==> config.mk <==
export PLATFORM = sky130hd
export DESIGN_NAME = key_pulse
export DESIGN_NICKNAME = d
export VERILOG_FILES = /design/src/rtl/key_pkg.sv /design/src/rtl/sync_2ff.sv /design/src/rtl/key_pulse.sv
export SDC_FILE = /design/constraint.sdc
export NUM_CORES = 1
export LEC_CHECK = 0
export ABC_CLOCK_PERIOD_IN_PS = 2250
export CAP_MARGIN = 15
export CORE_ASPECT_RATIO = 0.8
export CORE_MARGIN = 8
export CORE_UTILIZATION = 55
export DETAILED_ROUTE_END_ITERATION = 12
export PLACE_DENSITY = 0.76
export SYNTH_ARGS = -nofsm -noshare
export SYNTH_HDL_FRONTEND = slang
export SYNTH_SLANG_ARGS = --single-unit
==> constraint.sdc <==
create_clock -name clk -period 2.25 [get_ports clk]
set_input_delay 0.3375 -clock clk [delete_from_list [all_inputs] [get_ports clk]]
set_output_delay 0.3375 -clock clk [all_outputs]
set_load 0.03 [all_outputs]
==> src/rtl/key_pkg.sv <==
// Shared definitions for the key conditioning blocks: FSM state encoding,
// default 50 MHz timing constants and a width helper for the shared counter.
package key_pkg;

    // Debounce / repeat FSM states, fixed 3-bit encoding.
    typedef enum logic [2:0] {
        IDLE      = 3'd0,
        DEB_PRESS = 3'd1,
        HELD      = 3'd2,
        REPEAT    = 3'd3,
        DEB_REL   = 3'd4
    } key_state_e;

    // Default timing at a 50 MHz board clock.
    localparam int DEF_DEBOUNCE_CYCLES = 32'sd1_000_000;   // 20 ms
    localparam int DEF_REPEAT_DELAY    = 32'sd25_000_000;  // 500 ms
    localparam int DEF_REPEAT_PERIOD   = 32'sd5_000_000;   // 100 ms
    localparam int DEF_REPEAT_EN       = 32'sd1;

    // Number of bits needed to hold values 0 .. v-1 (ceil(log2(v))).
    function automatic int clog2_w(input int v);
        int r;
        int x;
        r = 32'sd0;
        x = v - 32'sd1;
        while (x > 32'sd0) begin
            r = r + 32'sd1;
            x = x >>> 1;
        end
        return r;
    endfunction

    // Largest of three cycle counts; sizes the single shared counter.
    function automatic int max3(input int a, input int b, input int c);
        int m;
        m = a;
        if (b > m) begin
            m = b;
        end
        if (c > m) begin
            m = c;
        end
        return m;
    endfunction

endpackage

==> src/rtl/sync_2ff.sv <==
// Two-flop synchronizer for a single asynchronous level input.
// Resets to 1, which is the "released" level of an active-low key or switch.
module sync_2ff (
    input  logic clk,
    input  logic rst_n,
    input  logic d_i,
    output logic q_o
);

    logic meta_q;
    logic sync_q;

    // Two-stage capture of the asynchronous input.
    always_ff @(posedge clk or negedge rst_n) begin
        if (!rst_n) begin
            meta_q <= 1'b1;
            sync_q <= 1'b1;
        end else begin
            meta_q <= d_i;
            sync_q <= meta_q;
        end
    end

    assign q_o = sync_q;

endmodule

==> src/rtl/key_pulse.sv <==
// Pushbutton conditioner: synchronizes an active-low key, debounces press and
// release, and produces single-cycle press/release pulses with optional
// hold-to-repeat. One shared counter times every state.
module key_pulse
    import key_pkg::*;
#(
    parameter int DEBOUNCE_CYCLES = DEF_DEBOUNCE_CYCLES,
    parameter int REPEAT_DELAY    = DEF_REPEAT_DELAY,
    parameter int REPEAT_PERIOD   = DEF_REPEAT_PERIOD,
    parameter int REPEAT_EN       = DEF_REPEAT_EN
) (
    input  logic clk,
    input  logic reset,
    input  logic key_n,
    output logic press_pulse,
    output logic release_pulse,
    output logic level,
    output logic repeating
);

    localparam int CNT_W = clog2_w(max3(DEBOUNCE_CYCLES, REPEAT_DELAY, REPEAT_PERIOD)) + 32'sd1;

    // Terminal counts: every transition compares against limit-1.
    localparam logic [CNT_W-1:0] DEB_LAST = CNT_W'(DEBOUNCE_CYCLES - 32'sd1);
    localparam logic [CNT_W-1:0] DLY_LAST = CNT_W'(REPEAT_DELAY - 32'sd1);
    localparam logic [CNT_W-1:0] PER_LAST = CNT_W'(REPEAT_PERIOD - 32'sd1);
    localparam logic [CNT_W-1:0] CNT_SAT  = {CNT_W{1'b1}};
    localparam logic             RPT_ON   = (REPEAT_EN != 32'sd0);

    logic             key_sync_s;
    logic             key_s;
    logic [CNT_W-1:0] cnt_inc_s;

    key_state_e       state_q, state_d;
    logic [CNT_W-1:0] cnt_q, cnt_d;
    logic             press_q, press_d;
    logic             release_q, release_d;
    logic             level_q, level_d;
    logic             repeating_q, repeating_d;

    sync_2ff u_sync (
        .clk   (clk),
        .rst_n (reset),
        .d_i   (key_n),
        .q_o   (key_sync_s)
    );

    // Pressed is high-true from here on.
    assign key_s = ~key_sync_s;

    // Saturating increment so a long hold with repeat disabled never wraps.
    always_comb begin
        if (cnt_q == CNT_SAT) begin
            cnt_inc_s = cnt_q;
        end else begin
            cnt_inc_s = cnt_q + CNT_W'(1);
        end
    end

    // State, counter and registered outputs.
    always_ff @(posedge clk or negedge reset) begin
        if (!reset) begin
            state_q     <= IDLE;
            cnt_q       <= '0;
            press_q     <= 1'b0;
            release_q   <= 1'b0;
            level_q     <= 1'b0;
            repeating_q <= 1'b0;
        end else begin
            state_q     <= state_d;
            cnt_q       <= cnt_d;
            press_q     <= press_d;
            release_q   <= release_d;
            level_q     <= level_d;
            repeating_q <= repeating_d;
        end
    end

    // Next-state and output decode. A key change always wins over a
    // count expiry in the same cycle, so no pulse is issued then.
    always_comb begin
        state_d     = state_q;
        cnt_d       = cnt_inc_s;
        press_d     = 1'b0;
        release_d   = 1'b0;
        level_d     = level_q;
        repeating_d = repeating_q;

        case (state_q)
            IDLE: begin
                level_d     = 1'b0;
                repeating_d = 1'b0;
                cnt_d       = '0;
                if (key_s) begin
                    state_d = DEB_PRESS;
                end else begin
                    state_d = IDLE;
                end
            end

            DEB_PRESS: begin
                if (!key_s) begin
                    state_d = IDLE;
                    cnt_d   = '0;
                end else if (cnt_q == DEB_LAST) begin
                    state_d = HELD;
                    cnt_d   = '0;
                    press_d = 1'b1;
                    level_d = 1'b1;
                end else begin
                    cnt_d = cnt_inc_s;
                end
            end

            HELD: begin
                if (!key_s) begin
                    state_d = DEB_REL;
                    cnt_d   = '0;
                end else if (RPT_ON && (cnt_q == DLY_LAST)) begin
                    state_d     = REPEAT;
                    cnt_d       = '0;
                    press_d     = 1'b1;
                    repeating_d = 1'b1;
                end else begin
                    cnt_d = cnt_inc_s;
                end
            end

            REPEAT: begin
                if (!key_s) begin
                    state_d     = DEB_REL;
                    cnt_d       = '0;
                    repeating_d = 1'b0;
                end else if (cnt_q == PER_LAST) begin
                    cnt_d   = '0;
                    press_d = 1'b1;
                end else begin
                    cnt_d = cnt_inc_s;
                end
            end

            DEB_REL: begin
                level_d = 1'b1;
                if (key_s) begin
                    // Bounce on release: back to held, repeat delay restarts.
                    state_d = HELD;
                    cnt_d   = '0;
                end else if (cnt_q == DEB_LAST) begin
                    state_d   = IDLE;
                    cnt_d     = '0;
                    release_d = 1'b1;
                    level_d   = 1'b0;
                end else begin
                    cnt_d = cnt_inc_s;
                end
            end

            default: begin
                state_d     = IDLE;
                cnt_d       = '0;
                level_d     = 1'b0;
                repeating_d = 1'b0;
            end
        endcase
    end

    assign press_pulse   = press_q;
    assign release_pulse = release_q;
    assign level         = level_q;
    assign repeating     = repeating_q;

endmodule

-- Word-level counts from Yosys, hierarchy flattened
Cells that the tools add are included.
- add/subtract/negate cells: 1
- eq/ne operators: 16
- muxes and demuxes: 36
- bitwise gates (word level): 2
- reductions and logical operators: 6
- operator list (operator ; number):
    $mux W26 ; 8
    $pmux W26 S4 ; 1
    $add A26 B1 Y26 const B ; 1
    $eq A26 B20 Y1 const B ; 1
    $eq A26 B23 Y1 const B ; 1
    $eq A26 B25 Y1 const B ; 1
    $eq A26 B26 Y1 const B ; 1
    $mux W3 ; 7
    $mux W1 ; 16
    $pmux W3 S5 ; 1
    $pmux W1 S3 ; 3
    $ne A2 B2 Y1 const B ; 4
    $reduce_and A4 Y1 ; 2
    $eq A3 B2 Y1 const B ; 2
    $ne A3 B2 Y1 const B ; 2
    $reduce_or A2 Y1 ; 2
    $eq A3 B1 Y1 const B ; 1
    $eq A3 B3 Y1 const B ; 1
    $logic_not A3 Y1 ; 1
    $ne A3 B3 Y1 const B ; 1
    $reduce_and A3 Y1 ; 1
    $ne A2 B1 Y1 const B ; 1
    $not A1 Y1 ; 2
- register bits after elaboration: 35
- input port bits: 3
- output and inout bits: 4
- word-level logic and storage cells: 69

-- Logic depth before layout (Yosys ltp)
Gate-level depths: netlist of the first run.
- depth in word-level cells: 5
- gate-level depth with buffers: 7
- depth with buffers taken out: 6

-- Modules after synthesis
A second synthesis of the first run with hierarchy kept.
- cells, all modules: 230
- area, all modules: 2138.3 µm²
- by module, submodules not included (module ; instances ; cells an instance ; area each (µm²) ; sequential area each (µm²)):
    key_pulse ; 1 ; 228 ; 2085.8 ; 825.8
    sync_2ff ; 1 ; 2 ; 52.6 ; 52.6

-- Worst setup path after synthesis of the first run
OpenSTA, ideal clock, no wires.
- path type: reg2reg
- from: register cnt_q[0]
- to: register cnt_q[24]
- setup time: 0.099 ns
- arrival time: 2.070 ns
- required time: 2.151 ns
- setup slack: 0.081 ns
- stages on the path, launching flop included: 7
- path buffers: 0
- period minus slack after synthesis: 2.169 ns
- cell sequence: dfrtp_1 ha_1 nand2_1 nor4_1 and3_1 a21oi_1 a311oi_1
- word-level cells in the longest chain between the ends: 5
- elaborated cells on any way between the ends: 14
- those cells by class: 1 x add/sub; 4 x eq/ne; 9 x mux
- RTL lines (element ; line ; RTL):
    start: declaration ; key_pulse.sv:35 ; logic [CNT_W-1:0] cnt_q, cnt_d;
    start signal: assignment ; key_pulse.sv:71 ; cnt_q <= cnt_d;
    $add A26 B1 Y26 or $eq A26 B26 Y1 (tied branches) ; key_pulse.sv:56, key_pulse.sv:53 ;
    $mux W26 ; key_pulse.sv:53 ; if (cnt_q == CNT_SAT) begin
    $mux W26, on equally long branches (2 in a row) ; n/a ;
    $pmux W26 S4 (*) ; key_pulse.sv:89 ; case (state_q)
    via cnt_d[24] ; key_pulse.sv:35 ;
Mark *: on every way through the listed nets, which the timed path passes. The rest lies on a longest branch.
A chain may end at the register's enable or synchronous reset.

-- Worst setup path after layout of the first run
- from: register cnt_q[10]
- to: register press_q (netlist: press_pulse)
- word-level cells in the longest chain between the ends: 4
- elaborated cells on any way between the ends: 10
- those cells by class: 3 x eq/ne; 7 x mux
- RTL lines (element ; line ; RTL):
    $eq A26 B23 Y1, or another cell as far along ; key_pulse.sv:134 ; end else if (cnt_q == PER_LAST) begin
    $mux W1, on equally long branches ; key_pulse.sv:134, key_pulse.sv:105, key_pulse.sv:119 ;
    $mux W1, on equally long branches ; key_pulse.sv:130, key_pulse.sv:102, key_pulse.sv:116 ;
    $pmux W1 S3 (*) ; key_pulse.sv:89 ;
    via press_d ; key_pulse.sv:36 ; logic press_q, press_d;
    end signal: assignment ; key_pulse.sv:72 ; press_q <= press_d;
    end: declaration ; key_pulse.sv:36 ;
Marked as above.

==> metrics, run 1 <==
outcome finished, final reports clean; proportion of layout cells with a drive suffix above 1 15.7%; drt wl/cell 16.5 microns; critical path's largest stage delay around 560 ps; worst endpoint required time roughly 2400 ps; Final Slew Violations 0; PortBufs 6; initial antenna violation count 0; Setup Crit Path Kind reg -> reg; Hold/Removal Path Class in -> async; clk sink count 35; vias in the first global route about 1,700; Skew-Pair Late Insertion Delay between 200 and 300 ps; vias per inst approximately 6.3; Mapped Nets ~230; Worst Path Buf+Inv 0; Seq cells post-synth 35; VDD IR-drop max ~0.37 mV; largest net degree at the start of global routing 36; Inserted Clock Buffers 5; Critical Path, Cell by Cell nor4_2 -> nand4b_1 -> or4_1 -> or4_4 -> a311oi_2; asr flop ratio synth 100%; grt ovf 0; Antenna Violating Nets Remaining 0; Worst slew margin 47.5%; r2r startpoint cnt_q[10]; final worst slack roughly 54 ps; sequential element share of the synthesized area 41.1%; clk root buf clkbuf_8; final hold violations 0; CTS Hold Bufs 0; total negative slack 0 ps; Cells after Synth 230; H-tree depth 2; area of the die a little over 6000 sq um; measured slew at the worst slew-check pin 787 ps; final instance area roughly 2400 sq um; Avg Inst Size Synth approximately 9.3 sq um; final period utilization between 90% and 100%; Ant. Diodes 0; CP startpoint kind flip-flop; Die Ht 71.7 microns; top cells by area, synth dfrtp_1 (39%), nor2_1 (5.4%), xnor2_1 (4.1%); Area Growth Syn to Fin 10.8%; fmax between 400 and 500 MHz; Distinct cells, synth 53; pre-CTS setup slack between 60 and 70 ps; Core ar. around 3800 sq um; Critical Path Stages 5; worst-path maximum fanout 2; DRC 0; number of DRC markers in iteration 0 190; crit path max-delay cell type or4_1; row count 20; Final Critical Period 2200 ps; Leak a little over 0.9 nW; gr usage total about 16%; crit end category flip-flop; clk buf depth 2; Post-synth EDFFs 0; Detailed Routing Iterations Pass 1 4; synth warn 0; first-pass GRT wire length between 8000 and 9000 microns; Fillers between 200 and 300; WL final 4710 microns; Critical Path AT between 2000 and 2500 ps; Starting Density 56.9%; FF-to-FF path depth 5; I/O pins 7; routability congestion estimate approximately 0.85; Die X between 80 and 90 microns; final net count between 200 and 250; Hold WS roughly 130 ps; worst reg2reg setup slack between 50 and 60 ps; kind of cell adding the most delay to the critical path simple AND/OR/NAND/NOR gates; Layout Skew between 1.5 and 2 ps; PostCTS Resize Cnt 0; setup violators final 0; via count around 1,800; CP startpoint cnt_q[10]; post-synth design cell area approximately 2100 sq um; PwrDens between 700 and 800 nW/um^2; Synth top area share between 30 and 40%; Final HPWL DP ~3300 microns; number of max-cap violations 0; Worst-path clk slew 70 ps; TritonCTS clock tree yes; Post-DP Area 2250 sq um; area leader, netlist dfrtp_1; post-CTS setup buffer count 0; ys flop type dfrtp_1
## synth_stat cells, types with 4 or more instances
cell type,n
xor2_1,10
xnor2_1,10
clkbuf_1,6
nor2_1,31
and4_1,5
a21oi_1,11
and3_1,5
nand4_1,8
dfrtp_1,33
nor4_1,4
nand3_1,12
nand2_1,14
inv_1,7
o2111ai_1,5
a211oi_1,8
nor3_1,5
nor3b_1,4
## cells by family (layout without fill, tap and decap cells)
logic type / Yosys count / after routing / synth area share, %
AND/OR/NAND/NOR: 113 / 113 / 29.8
XOR/XNOR: 20 / 20 / 8.20
AO/OA/AOI/OAI: 41 / 41 / 15.0
buffers and inverters: 20 / 32 / 5.33
flip-flops: 35 / 35 / 41.1
adder cells (fa/ha/maj): 1 / 1 / 0.586
## metrics by stage
step | instances | utilization, % | power [W]
after floorplan | 230 | - | 0.00116
after detailed placement | 278 | 60.0 | 0.00131
final | 286 | 63.0 | 0.00181
after global routing | 286 | 63.0 | 0.00189
after global placement | 278 | 60.0 | 0.00129
after CTS | 286 | 62.7 | 0.00180
## worst reg2reg max path, stage by stage, from the launching register on
cell,delay [ps]
dfrtp_1,400
nor4_2,300
nand4b_1,140
or4_1,560
or4_4,450
a311oi_2,270
## state kept, by name, summed over array words and instances (netlist names)
| register | cells |
|---|---|
| state_q | 3 |
| repeating | 1 |
| press_pulse | 1 |
| u_sync.meta_q | 1 |
| cnt_q | 26 |
| u_sync.q_o | 1 |
| level | 1 |
| release_pulse | 1 |
## path summary, 6_finish.rpt
check                         endpoint
setup / recovery           press_pulse
hold / removal                cnt_q[3]
setup reg to reg           press_pulse
hold reg to reg             u_sync.q_o
max in group asynchronous    cnt_q[21]
min in group clk            u_sync.q_o
## cell type report
type / count / area [sq um] / area share (%)
well taps: 44 / 55.1 / 2.33
clock buffers: 8 / 100 / 4.23
repair buffers: 17 / 150 / 6.35
flip-flops and latches: 35 / 878 / 37.1
multi-input cells: 175 / 1160 / 48.9
inverters: 7 / 26.3 / 1.11
## layer usage
| metal | global-route usage, % | up-vias | share of wire, % | wire [microns] |
|---|---|---|---|---|
| li1 | - | 867 | - | - |
| met1 | 22.7 | 861 | 47 | 2220 |
| met2 | 23.6 | 58 | 45 | 2140 |
| met3 | 4.11 | 5 | 6.8 | 319 |
| met4 | 5.81 | 0 | 0.76 | 36 |
| met5 | 0 | - | 0 | 0 |
## where the power goes
| part | internal, W | leakage, nW | switching [W] | total [W] |
|---|---|---|---|---|
| Sequential | 0.000678 | 0.477 | 0.0000908 | 0.000769 |
| Clock | 0.000279 | 0.0515 | 0.000223 | 0.000503 |
| Combinational | 0.000234 | 0.379 | 0.000302 | 0.000536 |
| Total | 0.00119 | 0.907 | 0.000616 | 0.00181 |
## cells in the final DEF (no fill, tap or decap), types with 2 or more instances in the layout
master / netlist / layout
a211oi_1: 8 / 8
a21boi_0: 2 / 2
a21oi_1: 11 / 11
and2_1: 3 / 3
and3_1: 5 / 5
and3_2: 2 / 2
and4_1: 5 / 5
and4_2: 2 / 2
buf_4: 1 / 10
clkbuf_8: 0 / 7
clkdlybuf4s50_1: 0 / 5
dfrtp_1: 33 / 33
dfstp_2: 2 / 2
inv_1: 7 / 7
nand2_1: 14 / 14
nand3_1: 12 / 12
nand4_1: 8 / 8
nand4b_1: 2 / 2
nor2_1: 31 / 31
nor2b_1: 3 / 3
nor3_1: 5 / 5
nor3b_1: 4 / 4
nor4_1: 4 / 4
o2111ai_1: 5 / 5
o211ai_1: 2 / 2
o41ai_1: 2 / 2
or4b_2: 2 / 2
xnor2_1: 10 / 10
xor2_1: 10 / 10
Note: power is estimated with default switching activity, not from simulation.
==> run 2: changes to the inputs <==
CORE_ASPECT_RATIO = default   (was 0.8)
SLEW_MARGIN = 20   (was default)
==> run 2 against run 1 <==
Power decreased by 3.1%. Worst hold slack got worse by 2.9 ps. Critical path type unchanged. Critical path depth did not move. Flip-flop and latch count unchanged. Clock power fell by 2%. Die area fell by 0.20%. Register-to-register slack improved by 30 ps. First-iteration DRC count fell by 57%.
==> metrics, run 2 (synthesis results as in run 1) <==
max FFs per register 26 (unchanged); fmax 461 MHz (was 455 MHz); Comb power frac 28.3% (was 29.7%); Largest regs cnt_q: 26 flops, state_q: 3 flops (unchanged); Multi-input gate area 1160 sq um (about the same); gr usage total 16.0% (was 16.3%); clk buf depth 2 (unchanged); final hold violations 0 (unchanged); CTS Hold Bufs 0 (unchanged); Antenna Violating Nets Remaining 0 (unchanged); I/O pins 7 (unchanged); Final HPWL DP 3210 microns (was 3270 microns); Final Critical Period 2170 ps (was 2200 ps); setup violators final 0 (unchanged); vias per inst 6.14 (was 6.26); initial antenna violation count 0 (unchanged); Hold/Removal Path Class in -> async (unchanged); crit end category flip-flop (unchanged); via count 1,775 (was 1,791); area of the die 6130 sq um (was 6150 sq um); clk root buf clkbuf_8 (unchanged); Inserted Clock Buffers 5 (unchanged); WL final 4500 microns (was 4710 microns); PortBufs 6 (unchanged); drt wl/cell 15.6 microns (was 16.5 microns); first-pass GRT wire length 7980 microns (was 8120 microns); proportion of layout cells with a drive suffix above 1 15.4% (was 15.7%); vias in the first global route 1,760 (was 1,728); final period utilization 96.4% (was 97.6%); DRC 0 (unchanged); CP startpoint kind flip-flop (unchanged); Die X 78.3 microns (was 85.7 microns); critical path's largest stage delay 540 ps (was 560 ps); most frequent cells in the layout dfrtp_1 (33), nor2_1 (31), nand2_1 (14), nand3_1 (12), a21oi_1 (11) (unchanged); number of max-cap violations 0 (unchanged); clock share of power 28.0% (was 27.8%); Layout Skew 5.11 ps (was 1.91 ps); VDD IR-drop max 0.438 mV (was 0.374 mV); Detailed Routing Iterations Pass 1 4 (unchanged); grt ovf 0 (unchanged); outcome finished, final reports clean (unchanged); Worst Path Buf+Inv 0 (unchanged); final net count 244 (was 245); post-CTS setup buffer count 0 (unchanged); Fillers 319 (was 296); Worst slew margin 48.9% (was 47.5%); most common cell after layout, fill and taps aside dfrtp_1 (unchanged); Die Ht 78.3 microns (was 71.7 microns); register area 878 sq um (unchanged); worst endpoint required time 2440 ps (about the same); Reg power frac 43.7% (was 42.5%); switching share of power 33.0% (was 34.1%); switching power of the nets 0.000579 W (was 0.000616 W); Hold WS 129 ps (was 132 ps); RSZ-0062 raised after global routing false; Ant. Diodes 0 (unchanged); worst-path maximum fanout 2 (unchanged); crit path max-delay cell type or4_4 (was or4_1); final instance area 2360 sq um (was 2370 sq um); PostCTS Resize Cnt 0 (unchanged); row count 22 (was 20); Skew-Pair Late Insertion Delay 280 ps (about the same); Post-DP Area 2250 sq um (about the same); routability congestion estimate 0.854 (was 0.850); Setup Crit Path Kind reg -> reg (unchanged); clk sink count 35 (unchanged); Internal 0.00117 W (was 0.00119 W); Critical Path, Cell by Cell nor4_2 -> nand4b_1 -> or4_4 -> or4_4 -> a311oi_2 (was nor4_2 -> nand4b_1 -> or4_1 -> or4_4 -> a311oi_2); total negative slack 0 ps (unchanged); largest net degree at the start of global routing 36 (unchanged); Starting Density 57.9% (was 56.9%); Area Growth Syn to Fin 10.7% (was 10.8%); Critical Path AT 2360 ps (was 2390 ps); Final Slew Violations 0 (unchanged); Core ar. 3690 sq um (was 3750 sq um); number of DRC markers in iteration 0 81 (was 190); Worst-path clk slew 70 ps (about the same); PwrDens 741 nW/um^2 (was 764 nW/um^2); H-tree depth 2 (unchanged); measured slew at the worst slew-check pin 767 ps (was 787 ps); most frequent CP cell or4_4; Leak 0.907 nW (about the same); kind of cell adding the most delay to the critical path simple AND/OR/NAND/NOR gates (unchanged); largest register by flop count cnt_q (unchanged); TritonCTS clock tree yes (unchanged)
[run 2: changes by cell type in the layout (fill, tap and decap cells not counted), sizes merged]
cell | before | now
buf | 12 | 11
[run 2: power groups by stage]
stage | registers (W) | logic [W] | clock network, W
floorplan | 0.000735 | 0.000421 | 0
finish | 0.000766 | 0.000496 | 0.000491
global route | 0.000777 | 0.000555 | 0.000527
detailed placement | 0.000775 | 0.000504 | 0
CTS | 0.000763 | 0.000505 | 0.000508
global placement | 0.000774 | 0.000498 | 0
[run 2: path summary, 6_finish.rpt]
path | start | to | slack [ps] | depth (start not counted)
worst max-delay path | cnt_q[10] | press_pulse | 80 | 5
min in group clk | u_sync.meta_q | u_sync.q_o | 360 | 0
worst max register to register | cnt_q[10] | press_pulse | 80 | 5
worst min register to register | u_sync.meta_q | u_sync.q_o | 360 | 0
max in group asynchronous | reset | cnt_q[19] | 1640 | 1
worst min-delay path | reset | release_pulse | 130 | 1
[run 2: layout make-up]
type | instances | share of cell area [%]
tap | 48 | 2.54
sequential | 35 | 37.1
multi-input combinational | 175 | 48.9
timing repair buffer | 16 | 6.03
clock buffer | 8 | 4.23
inverter | 7 | 1.11
[run 2: routing by layer]
layer  up-vias  GRT usage [%]  part of all wire (%)
met5         -              0                     0
met1       881           19.3                    46
met2        23           26.8                    49
met4         0           6.30                   1.0
met3         5           4.10                   3.3
li1        866              -                     -
[run 2: worst register-to-register path, stage by stage (launching register included)]
cell,delay [ps]
dfrtp_1,400
nor4_2,290
nand4b_1,160
or4_4,540
or4_4,440
a311oi_2,260
[run 2: stage by stage]
stage	total power [W]	setup WS (ps)	util, %	instances
after floorplan	0.00116	80.6	-	230
after global placement	0.00127	137	61.0	281
after detailed placement	0.00128	82.3	61.0	281
after CTS	0.00178	60.7	63.7	289
after global routing	0.00186	2.75	64.1	289
final	0.00175	80.3	64.1	289
